--- src/rtl/wb_pio_arbiter_if.sv ---
// Wishbone link between one master and one slave.
interface wb_pio_arbiter_if;
  localparam int unsigned AW = 32;
  localparam int unsigned DW = 32;
  localparam int unsigned SW = 4;

  logic          cyc;
  logic          stb;
  logic          we;
  logic [SW-1:0] sel;
  logic [AW-1:0] adr;
  logic [DW-1:0] dat_w;  // master -> slave
  logic [DW-1:0] dat_r;  // slave -> master
  logic          ack;

  modport master (output cyc, stb, we, sel, adr, dat_w, input dat_r, ack);
  modport slave  (input cyc, stb, we, sel, adr, dat_w, output dat_r, ack);
endinterface

--- src/rtl/wb_pio_arbiter.sv ---
// Two-master round-robin Wishbone arbiter with cyc lock and stalled-slave watchdog
// in front of the PIO slave port.
module wb_pio_arbiter #(
  parameter int unsigned TIMEOUT      = 255,
  parameter logic [31:0] TIMEOUT_DATA = 32'hDEAD_BEEF
) (
  input  logic                     wb_clk_i,
  input  logic                     wb_rst_n_i,
  wb_pio_arbiter_if.slave          m0,
  wb_pio_arbiter_if.slave          m1,
  wb_pio_arbiter_if.master         s,
  output logic [1:0]               gnt_o,
  output logic                     timeout_o,
  input  logic                     timeout_clr_i
);

  localparam int unsigned CW = 8;
  localparam int unsigned DW = 32;

  // Encoding doubles as the one-hot grant vector.
  typedef enum logic [1:0] {
    IDLE = 2'b00,
    G0   = 2'b01,
    G1   = 2'b10
  } state_t;

  state_t          r_state;
  state_t          w_state_nxt;
  logic            r_last;
  logic            w_last_nxt;
  logic [CW-1:0]   r_cnt;
  logic [CW-1:0]   w_cnt_nxt;
  logic            r_timeout;
  logic            w_timeout_nxt;

  logic            w_req0;
  logic            w_req1;
  logic            w_busy;
  logic            w_sel1;
  logic            w_own_cyc;
  logic            w_own_stb;
  logic            w_to;
  logic            w_s_stb;
  logic            w_ack;
  logic [DW-1:0]   w_dat;

  // State, last-grant, watchdog counter and sticky timeout flag.
  always_ff @(posedge wb_clk_i or negedge wb_rst_n_i) begin
    if (!wb_rst_n_i) begin
      r_state   <= IDLE;
      r_last    <= 1'b1;
      r_cnt     <= '0;
      r_timeout <= 1'b0;
    end else begin
      r_state   <= w_state_nxt;
      r_last    <= w_last_nxt;
      r_cnt     <= w_cnt_nxt;
      r_timeout <= w_timeout_nxt;
    end
  end

  // Grant decision, watchdog and combinational datapath mux from the current owner.
  always_comb begin
    w_state_nxt   = r_state;
    w_last_nxt    = r_last;
    w_cnt_nxt     = '0;
    w_timeout_nxt = r_timeout & ~timeout_clr_i;

    s.cyc   = 1'b0;
    s.stb   = 1'b0;
    s.we    = 1'b0;
    s.sel   = '0;
    s.adr   = '0;
    s.dat_w = '0;
    m0.ack   = 1'b0;
    m0.dat_r = '0;
    m1.ack   = 1'b0;
    m1.dat_r = '0;

    w_req0    = m0.cyc & m0.stb;
    w_req1    = m1.cyc & m1.stb;
    w_busy    = (r_state != IDLE);
    w_sel1    = (r_state == G1);
    w_own_cyc = w_sel1 ? m1.cyc : m0.cyc;
    w_own_stb = w_sel1 ? m1.stb : m0.stb;

    // Forced termination: owner still strobing, threshold reached and no real ack.
    w_to    = w_busy & w_own_cyc & w_own_stb & ~s.ack & (r_cnt == CW'(TIMEOUT - 1));
    w_s_stb = w_busy & w_own_stb & ~w_to;
    w_ack   = w_busy & (s.ack | w_to);
    w_dat   = w_to ? TIMEOUT_DATA : s.dat_r;

    if (w_busy) begin
      s.cyc   = w_own_cyc & ~w_to;
      s.stb   = w_s_stb;
      s.we    = w_sel1 ? m1.we    : m0.we;
      s.sel   = w_sel1 ? m1.sel   : m0.sel;
      s.adr   = w_sel1 ? m1.adr   : m0.adr;
      s.dat_w = w_sel1 ? m1.dat_w : m0.dat_w;
    end

    if (r_state == G0) begin
      m0.ack   = w_ack;
      m0.dat_r = w_dat;
    end
    if (r_state == G1) begin
      m1.ack   = w_ack;
      m1.dat_r = w_dat;
    end

    case (r_state)
      IDLE: begin
        if (w_req0 && w_req1) w_state_nxt = r_last ? G0 : G1;
        else if (w_req0)      w_state_nxt = G0;
        else if (w_req1)      w_state_nxt = G1;
      end
      G0, G1: begin
        if (w_to) begin
          w_state_nxt   = IDLE;
          w_last_nxt    = w_sel1;
          w_timeout_nxt = 1'b1;
        end else if (!w_own_cyc) begin
          // Release hands straight over to a waiting master, no idle bubble.
          w_last_nxt = w_sel1;
          if (w_sel1) w_state_nxt = w_req0 ? G0 : IDLE;
          else        w_state_nxt = w_req1 ? G1 : IDLE;
        end else if (w_s_stb && !s.ack) begin
          w_cnt_nxt = r_cnt + CW'(1);
        end
      end
      default: w_state_nxt = IDLE;
    endcase
  end

  assign gnt_o     = r_state;
  assign timeout_o = r_timeout;

endmodule

--- src/flat_wrapper.sv ---
// flat-port wrapper written by rule: the top's interface ports become plain ports
module wb_pio_arbiter_flat 
#(
  parameter int unsigned TIMEOUT      = 255,
  parameter logic [31:0] TIMEOUT_DATA = 32'hDEAD_BEEF
)
  (wb_clk_i, wb_rst_n_i, gnt_o, timeout_o, timeout_clr_i, m0_cyc, m0_stb, m0_we, m0_sel, m0_adr, m0_dat_w, m0_dat_r, m0_ack, m1_cyc, m1_stb, m1_we, m1_sel, m1_adr, m1_dat_w, m1_dat_r, m1_ack, s_cyc, s_stb, s_we, s_sel, s_adr, s_dat_w, s_dat_r, s_ack);
  wb_pio_arbiter_if m0_i ();
  wb_pio_arbiter_if m1_i ();
  wb_pio_arbiter_if s_i ();
  input  logic wb_clk_i;
  input  logic wb_rst_n_i;
  output logic [1:0] gnt_o;
  output logic timeout_o;
  input  logic timeout_clr_i;
  input wire logic [$bits(m0_i.cyc)-1:0] m0_cyc;
  input wire logic [$bits(m0_i.stb)-1:0] m0_stb;
  input wire logic [$bits(m0_i.we)-1:0] m0_we;
  input wire logic [$bits(m0_i.sel)-1:0] m0_sel;
  input wire logic [$bits(m0_i.adr)-1:0] m0_adr;
  input wire logic [$bits(m0_i.dat_w)-1:0] m0_dat_w;
  output wire logic [$bits(m0_i.dat_r)-1:0] m0_dat_r;
  output wire logic [$bits(m0_i.ack)-1:0] m0_ack;
  input wire logic [$bits(m1_i.cyc)-1:0] m1_cyc;
  input wire logic [$bits(m1_i.stb)-1:0] m1_stb;
  input wire logic [$bits(m1_i.we)-1:0] m1_we;
  input wire logic [$bits(m1_i.sel)-1:0] m1_sel;
  input wire logic [$bits(m1_i.adr)-1:0] m1_adr;
  input wire logic [$bits(m1_i.dat_w)-1:0] m1_dat_w;
  output wire logic [$bits(m1_i.dat_r)-1:0] m1_dat_r;
  output wire logic [$bits(m1_i.ack)-1:0] m1_ack;
  output wire logic [$bits(s_i.cyc)-1:0] s_cyc;
  output wire logic [$bits(s_i.stb)-1:0] s_stb;
  output wire logic [$bits(s_i.we)-1:0] s_we;
  output wire logic [$bits(s_i.sel)-1:0] s_sel;
  output wire logic [$bits(s_i.adr)-1:0] s_adr;
  output wire logic [$bits(s_i.dat_w)-1:0] s_dat_w;
  input wire logic [$bits(s_i.dat_r)-1:0] s_dat_r;
  input wire logic [$bits(s_i.ack)-1:0] s_ack;
  assign m0_i.cyc = m0_cyc;
  assign m0_i.stb = m0_stb;
  assign m0_i.we = m0_we;
  assign m0_i.sel = m0_sel;
  assign m0_i.adr = m0_adr;
  assign m0_i.dat_w = m0_dat_w;
  assign m0_dat_r = m0_i.dat_r;
  assign m0_ack = m0_i.ack;
  assign m1_i.cyc = m1_cyc;
  assign m1_i.stb = m1_stb;
  assign m1_i.we = m1_we;
  assign m1_i.sel = m1_sel;
  assign m1_i.adr = m1_adr;
  assign m1_i.dat_w = m1_dat_w;
  assign m1_dat_r = m1_i.dat_r;
  assign m1_ack = m1_i.ack;
  assign s_cyc = s_i.cyc;
  assign s_stb = s_i.stb;
  assign s_we = s_i.we;
  assign s_sel = s_i.sel;
  assign s_adr = s_i.adr;
  assign s_dat_w = s_i.dat_w;
  assign s_i.dat_r = s_dat_r;
  assign s_i.ack = s_ack;
  wb_pio_arbiter #(.TIMEOUT(TIMEOUT), .TIMEOUT_DATA(TIMEOUT_DATA)) u_core (.wb_clk_i(wb_clk_i), .wb_rst_n_i(wb_rst_n_i), .m0(m0_i), .m1(m1_i), .s(s_i), .gnt_o(gnt_o), .timeout_o(timeout_o), .timeout_clr_i(timeout_clr_i));
endmodule
--- config.mk ---
export PLATFORM = sky130hd
export DESIGN_NAME = wb_pio_arbiter_flat
export DESIGN_NICKNAME = d
export VERILOG_FILES = /design/src/rtl/wb_pio_arbiter_if.sv /design/src/rtl/wb_pio_arbiter.sv /design/src/flat_wrapper.sv
export SDC_FILE = /design/constraint.sdc
export NUM_CORES = 1
export LEC_CHECK = 0
export CAP_MARGIN = 20
export CELL_PAD_IN_SITES_DETAIL_PLACEMENT = 1
export CELL_PAD_IN_SITES_GLOBAL_PLACEMENT = 2
export CORE_MARGIN = 2
export CORE_UTILIZATION = 11
export CTS_CLUSTER_SIZE = 14
export DETAILED_ROUTE_END_ITERATION = 16
export PLACE_DENSITY = 0.89
export SLEW_MARGIN = 0
export SYNTH_ARGS = -nofsm -noshare
export SYNTH_HDL_FRONTEND = slang
export SYNTH_SLANG_ARGS = --single-unit
--- constraint.sdc ---
create_clock -name wb_clk_i -period 2.4 [get_ports wb_clk_i]
set_input_delay 0.48 -clock wb_clk_i [delete_from_list [all_inputs] [get_ports wb_clk_i]]
set_output_delay 0.48 -clock wb_clk_i [all_outputs]
set_load 0.01 [all_outputs]
# Word-level counts from Yosys, hierarchy flattened
# Index checks and enable logic that the tools add are counted.
[word_totals]
out_inout_bits = 140
register_bits = 12
rom_bits = 0
word_cells = 69
latch_bits = 0
mem_bits_rw = 0
mem_count = 0
[classes]
shift = 0
magnitude_cmp = 0
n_div = 0
bitwise = 15
mul = 0
n_addsub = 1
n_eq_ne = 6
mux = 35
reduce_logical = 8
[op_table]
columns = ["cell", "n"]
rows = [
  ["two-way mux 32 bit", 7],
  ["two-way mux 8 bit", 4],
  ["two-way mux 2 bit", 8],
  ["two-way mux 1 bit", 13],
  ["AND 1 bit", 11],
  ["adder 8 x 1 -> 8 bit, second input constant", 1],
  ["== test 8 bit, second input constant", 1],
  ["two-way mux 4 bit", 2],
  ["inequality test 4 x 1 -> 1 bit, second input constant", 1],
  ["one-hot mux 2 bit (2 select lines)", 1],
  ["AND reduction 2 bit", 2],
  ["inequality test 3 bit, second input constant", 1],
  ["inverter 1 bit", 3],
  ["== test 2 x 1 -> 1 bit, second input constant", 1],
  ["== test 2 bit, second input constant", 1],
  ["logical AND 1 bit", 2],
  ["zero test 2 bit", 1],
  ["inequality test 2 bit, second input constant", 1],
  ["nonzero test 2 bit", 1],
  ["OR reduction 2 bit", 1],
  ["zero test 1 bit", 1],
  ["bitwise OR 1 bit", 1],
]

# Logic depth before layout (Yosys ltp)
[depth]
ltp_word = 13
depth_mapped = 7
mapped_depth_nobuf = 6

# Least setup slack after synthesis
# No wires, ideal clock.
[synth_timing]
path_kind = "register -> output"
startpoint = "reg u_core.r_state[0], in the netlist u_core.gnt_o[0]"
endpoint = "out m0_ack"
stages_incl_launch_ff = 8
arrival_ps = 1819
path_slack_ps = 101
cell_sequence = "dfrtp_1 > inv_1 > ha_1 > nand3b_1 > a2111oi_4 > buf_6 > nor2_1 > nor3b_2"
[synth_between]
elab_chain_cells = 9
[synth_rtl]
columns = ["item", "line_no", "source"]
rows = [
  ["start: declaration", "wb_pio_arbiter.sv:27", "state_t r_state;"],
  ["start signal: assignment", "wb_pio_arbiter.sv:55", "r_state <= w_state_nxt;"],
  ["== test 2 bit *", "wb_pio_arbiter.sv:83", "w_sel1 = (r_state == G1);"],
  ["net u_core.w_sel1", "wb_pio_arbiter.sv:39", "logic w_sel1;"],
  ["two-way mux 1 bit", "wb_pio_arbiter.sv:84", "w_own_cyc = w_sel1 ? m1.cyc : m0.cyc;"],
  ["AND 1 bit", "wb_pio_arbiter.sv:88", "w_to = w_busy & w_own_cyc & w_own_stb & ~s.ack & (r_cnt == CW'(TIMEOUT - 1));"],
  ["AND 1 bit * (3 in a row)", "wb_pio_arbiter.sv:88", ""],
  ["bitwise OR 1 bit *", "wb_pio_arbiter.sv:90", "w_ack = w_busy & (s.ack | w_to);"],
  ["AND 1 bit *", "wb_pio_arbiter.sv:90", ""],
  ["two-way mux 1 bit *", "wb_pio_arbiter.sv:102", "if (r_state == G0) begin"],
  ["end: declaration", "flat_wrapper.sv:23", "output wire logic [$bits(m0_i.ack)-1:0] m0_ack;"],
]
# Mark *: on every way through the listed nets, which the timed path passes. The rest lies on a longest branch.

# Worst setup path in the final report
[layout_timing]
startpoint = "reg u_core.r_state[1], in the netlist u_core.gnt_o[1]"
endpoint = "out m0_dat_r[15]"
[layout_between]
elab_chain_cells = 8
[layout_rtl]
columns = ["item", "line_no", "source"]
rows = [
  ["== test 2 bit *", "wb_pio_arbiter.sv:83", ""],
  ["net u_core.w_sel1", "wb_pio_arbiter.sv:39", ""],
  ["two-way mux 1 bit", "wb_pio_arbiter.sv:84", ""],
  ["AND 1 bit", "wb_pio_arbiter.sv:88", ""],
  ["AND 1 bit * (3 in a row)", "wb_pio_arbiter.sv:88", ""],
  ["two-way mux 32 bit *", "wb_pio_arbiter.sv:91", "w_dat = w_to ? TIMEOUT_DATA : s.dat_r;"],
  ["two-way mux 32 bit *", "wb_pio_arbiter.sv:102", ""],
  ["end: declaration", "flat_wrapper.sv:22", "output wire logic [$bits(m0_i.dat_r)-1:0] m0_dat_r;"],
]
# Marks and branches as above.

==> reports/qor.yml <==
floorplanning:
  coreArea_sq_mm: 0.0212
  io-pin-count: 318
  dieWidth_microns: 151
  die-area_sq_mm: 0.0229
  initial_core_util_pct: 11.3
  die_y_microns: 151
  row_count: 53
outcome:
  status: "finished, violations left"
  violations: "negative setup slack"
logic_synthesis:
  ys_ff_latch: 12
  yosys.area.top_type: "mux2i_1"
  yosysTopAreaCellShare_pct: 29.7
  yosysUniqueCellTypes: 33
  synth_area_leaders: "mux2i_1, o21a_1, nor2_1"
  synth-seq-area-share_pct: 12.6
  synth_most_common_cell: "nor2_1"
  syn_inst: 318
  ys_warn_count: 0
  synthesis.nets: 502
  syn_area_sq_mm: 0.00239
  synthArstFlopShare_pct: 100
  synth_top_flop_cell: "dfrtp_1"
  synth-edff-count: 0
  avgSynthCellArea_sq_um: 7.52
  synth_common_cells: "nor2_1, mux2i_1, o21a_1"
clock_tree:
  cts_tree: "built"
  clock_sinks: 12
  cts-hold-fix-buffers: 0
  root_buffer: "clkbuf_16"
  cts_buffers: 3
  clk_pin_slew_ns: 0.04
  clockBufferDepth: 2
  htreeDepth: 1
  clk_latency_ns: 0.24
setup_path:
  r2r_cells: 13
  crit_path_start_kind: "flip-flop"
  cp.required_ns: 1.92
  crit_fanout: 6
  critical_path_class: "flip-flop to output pin"
  arrival_ns: 2.18
  end_kind: "output pin"
sta:
  slew_viol_final: 0
  max_freq_mhz: 376
  tightest_slew_ns: 0.610
  rsz0062_at_grt: "true"
  finalWorstPathRequiredPeriod_ns: 2.66
  finalWorstSetupSlack_ns: -0.262
  skew_ns: 0.00172
  slew_headroom_pct: 59.2
  final-setup-viol-count: 68
  hold_viol_final: 0
  layout_worst_path_cycle_share_pct: 111
routing:
  remaining_drc_errors: 0
  viasPerCell: 3.98
  antenna_left: 0
  wire_per_inst_microns: 16.2
  num_vias: 3783
  first_iter_violations: 66
  routed_wl_microns: 15400
  firstDrtPassIters: 4
finish:
  syn_to_final_growth_pct: 172
  drive_above_1_share_pct: 21.3
  design_area_sq_mm: 0.00650
  instances_no_fill: 950
  fin_nets: 860
  antenna_cells: 0
power:
  seqPwrFrac_pct: 4.9
  p_int_mw: 2.87
  p_comb_share_pct: 88.9
  p_sw_share_pct: 44.4
  p_leak_nw: 3.18
  power.density_mw_per_mm2: 792
  p_sw_mw: 2.29
  clkPwrFrac_pct: 6.2
  peakVddDrop_uv: 289
worst_hold_path:
  hp-class: "flip-flop to flip-flop"
  min_path_cells: 2
global_route:
  grt_max_degree: 31
  grt_pass1_vias: 3944
  track_usage_pct: 11.9
  grt_overflow: 0
  grt_pass1_wl_microns: 21300
  antenna_found_initial: 0
placed_design:
  io_buffers: 317
  placedInstanceArea_sq_mm: 0.00610
  hpwl_microns: 11400
  dp.cells: 918
  place.gp.congestion: 0.713
run:
  cap_violations: 0
[layout by cell type, fill, tap and decap left out, types with 4 or more instances in the layout]
cell type and n:
nand2_1 6, buf_6 13, buf_4 40, clkdlybuf4s50_1 175
xnor2_1 4, nor2_1 75, dlygate4sd2_1 73, mux2i_1 68
buf_16 9, buf_2 43, clkbuf_16 4, and2_1 17
buf_12 7, ha_1 4, inv_1 7, nand3_1 4
dlymetal6s2s_1 16, dfrtp_1 11, o21a_1 49
[per-layer routing]
metal  vias to the layer above  track usage [%]  wire length, microns
li1                       1823                -                     -
met1                      1752             12.0                  5380
met2                       203             24.2                  8300
met3                         5             3.50                  1590
met4                         0             1.82                    90
met5                         -                0                     0
[layout make-up]
cell class	count	area, sq um
clock buffer	4	78.8
inverter	8	30.0
sequential	12	302
fill	2523	14700
timing repair buffer	382	3750
multi-input combinational	269	2000
tap	275	344
[sequential cells by signal (all words and copies together), names as in the netlist]
signal	cells
u_core.gnt_o	2
u_core.r_cnt	8
u_core.r_last	1
u_core.timeout_o	1
[final timing paths]
kind | startpoint | end | slack (ns)
worst max-delay path | u_core.gnt_o[1]$_DFFE_PN0P_ | m0_dat_r[15] | -0.26
worst min-delay path | u_core.r_cnt[1]$_DFF_PN0_ | u_core.r_cnt[1]$_DFF_PN0_ | 0.54
worst max register to register | u_core.gnt_o[1]$_DFFE_PN0P_ | u_core.r_cnt[2]$_DFF_PN0_ | 0.10
worst min register to register | u_core.r_cnt[1]$_DFF_PN0_ | u_core.r_cnt[1]$_DFF_PN0_ | 0.54
max in group asynchronous | wb_rst_n_i | u_core.gnt_o[0]$_DFFE_PN0P_ | 1.38
min in group asynchronous | wb_rst_n_i | u_core.r_cnt[7]$_DFF_PN0_ | 0.62
[per-stage QoR]
step	hold slack (ns)	utilization, %	setup TNS, ns	worst slack (ns)	total power, mW
after detailed placement	0.538	28.8	-57.40	-0.746	4.76
after floorplan	0.184	-	0	0.101	2.28
after CTS	0.546	30.1	-16.96	-0.254	5.17
after global placement	0.518	28.8	-54.88	-0.737	4.75
after global routing	0.567	30.7	-22.22	-0.386	5.53
final	0.541	30.7	-14.11	-0.262	5.15
[power groups by stage]
stage          clock network (mW)  registers (mW)  logic, mW
2_1_floorplan                   0           0.261       2.02
3_3_place_gp                    0           0.252       4.50
3_5_place_dp                    0           0.254       4.51
4_1_cts                     0.327           0.253       4.59
5_1_grt                     0.334           0.255       4.94
6_report                    0.317           0.252       4.58
[worst max-delay path: stages (launching register included)]
cell       delay (ns)
dfrtp_1          0.40
ha_4             0.20
nand3b_1         0.22
a2111oi_4        0.35
buf_6            0.19
buf_8            0.12
buf_12           0.11
buf_16           0.11
o21a_1           0.11
buf_2            0.13
[repair_timing]
| action | CTS | global route |
|---|---|---|
| cloned | 9 | 1 |
| setup buffers | 19 | 4 |
| pin swaps | 6 | 6 |
| resized for setup | 323 | 38 |
| endpoints found under the setup margin | 137 | 93 |
[cell families (layout without fill, tap and decap cells)]
group | after synthesis | after routing | share of synthesized area (%)
AO/OA/AOI/OAI | 60 | 60 | 19.2
XOR/XNOR | 6 | 6 | 2.20
adder cells (fa/ha/maj) | 6 | 6 | 3.14
buffers and inverters | 37 | 394 | 8.11
flip-flops | 12 | 12 | 12.6
multiplexers | 73 | 73 | 30.6
AND/OR/NAND/NOR | 124 | 124 | 24.1
Power figures use the tool's default switching activity.
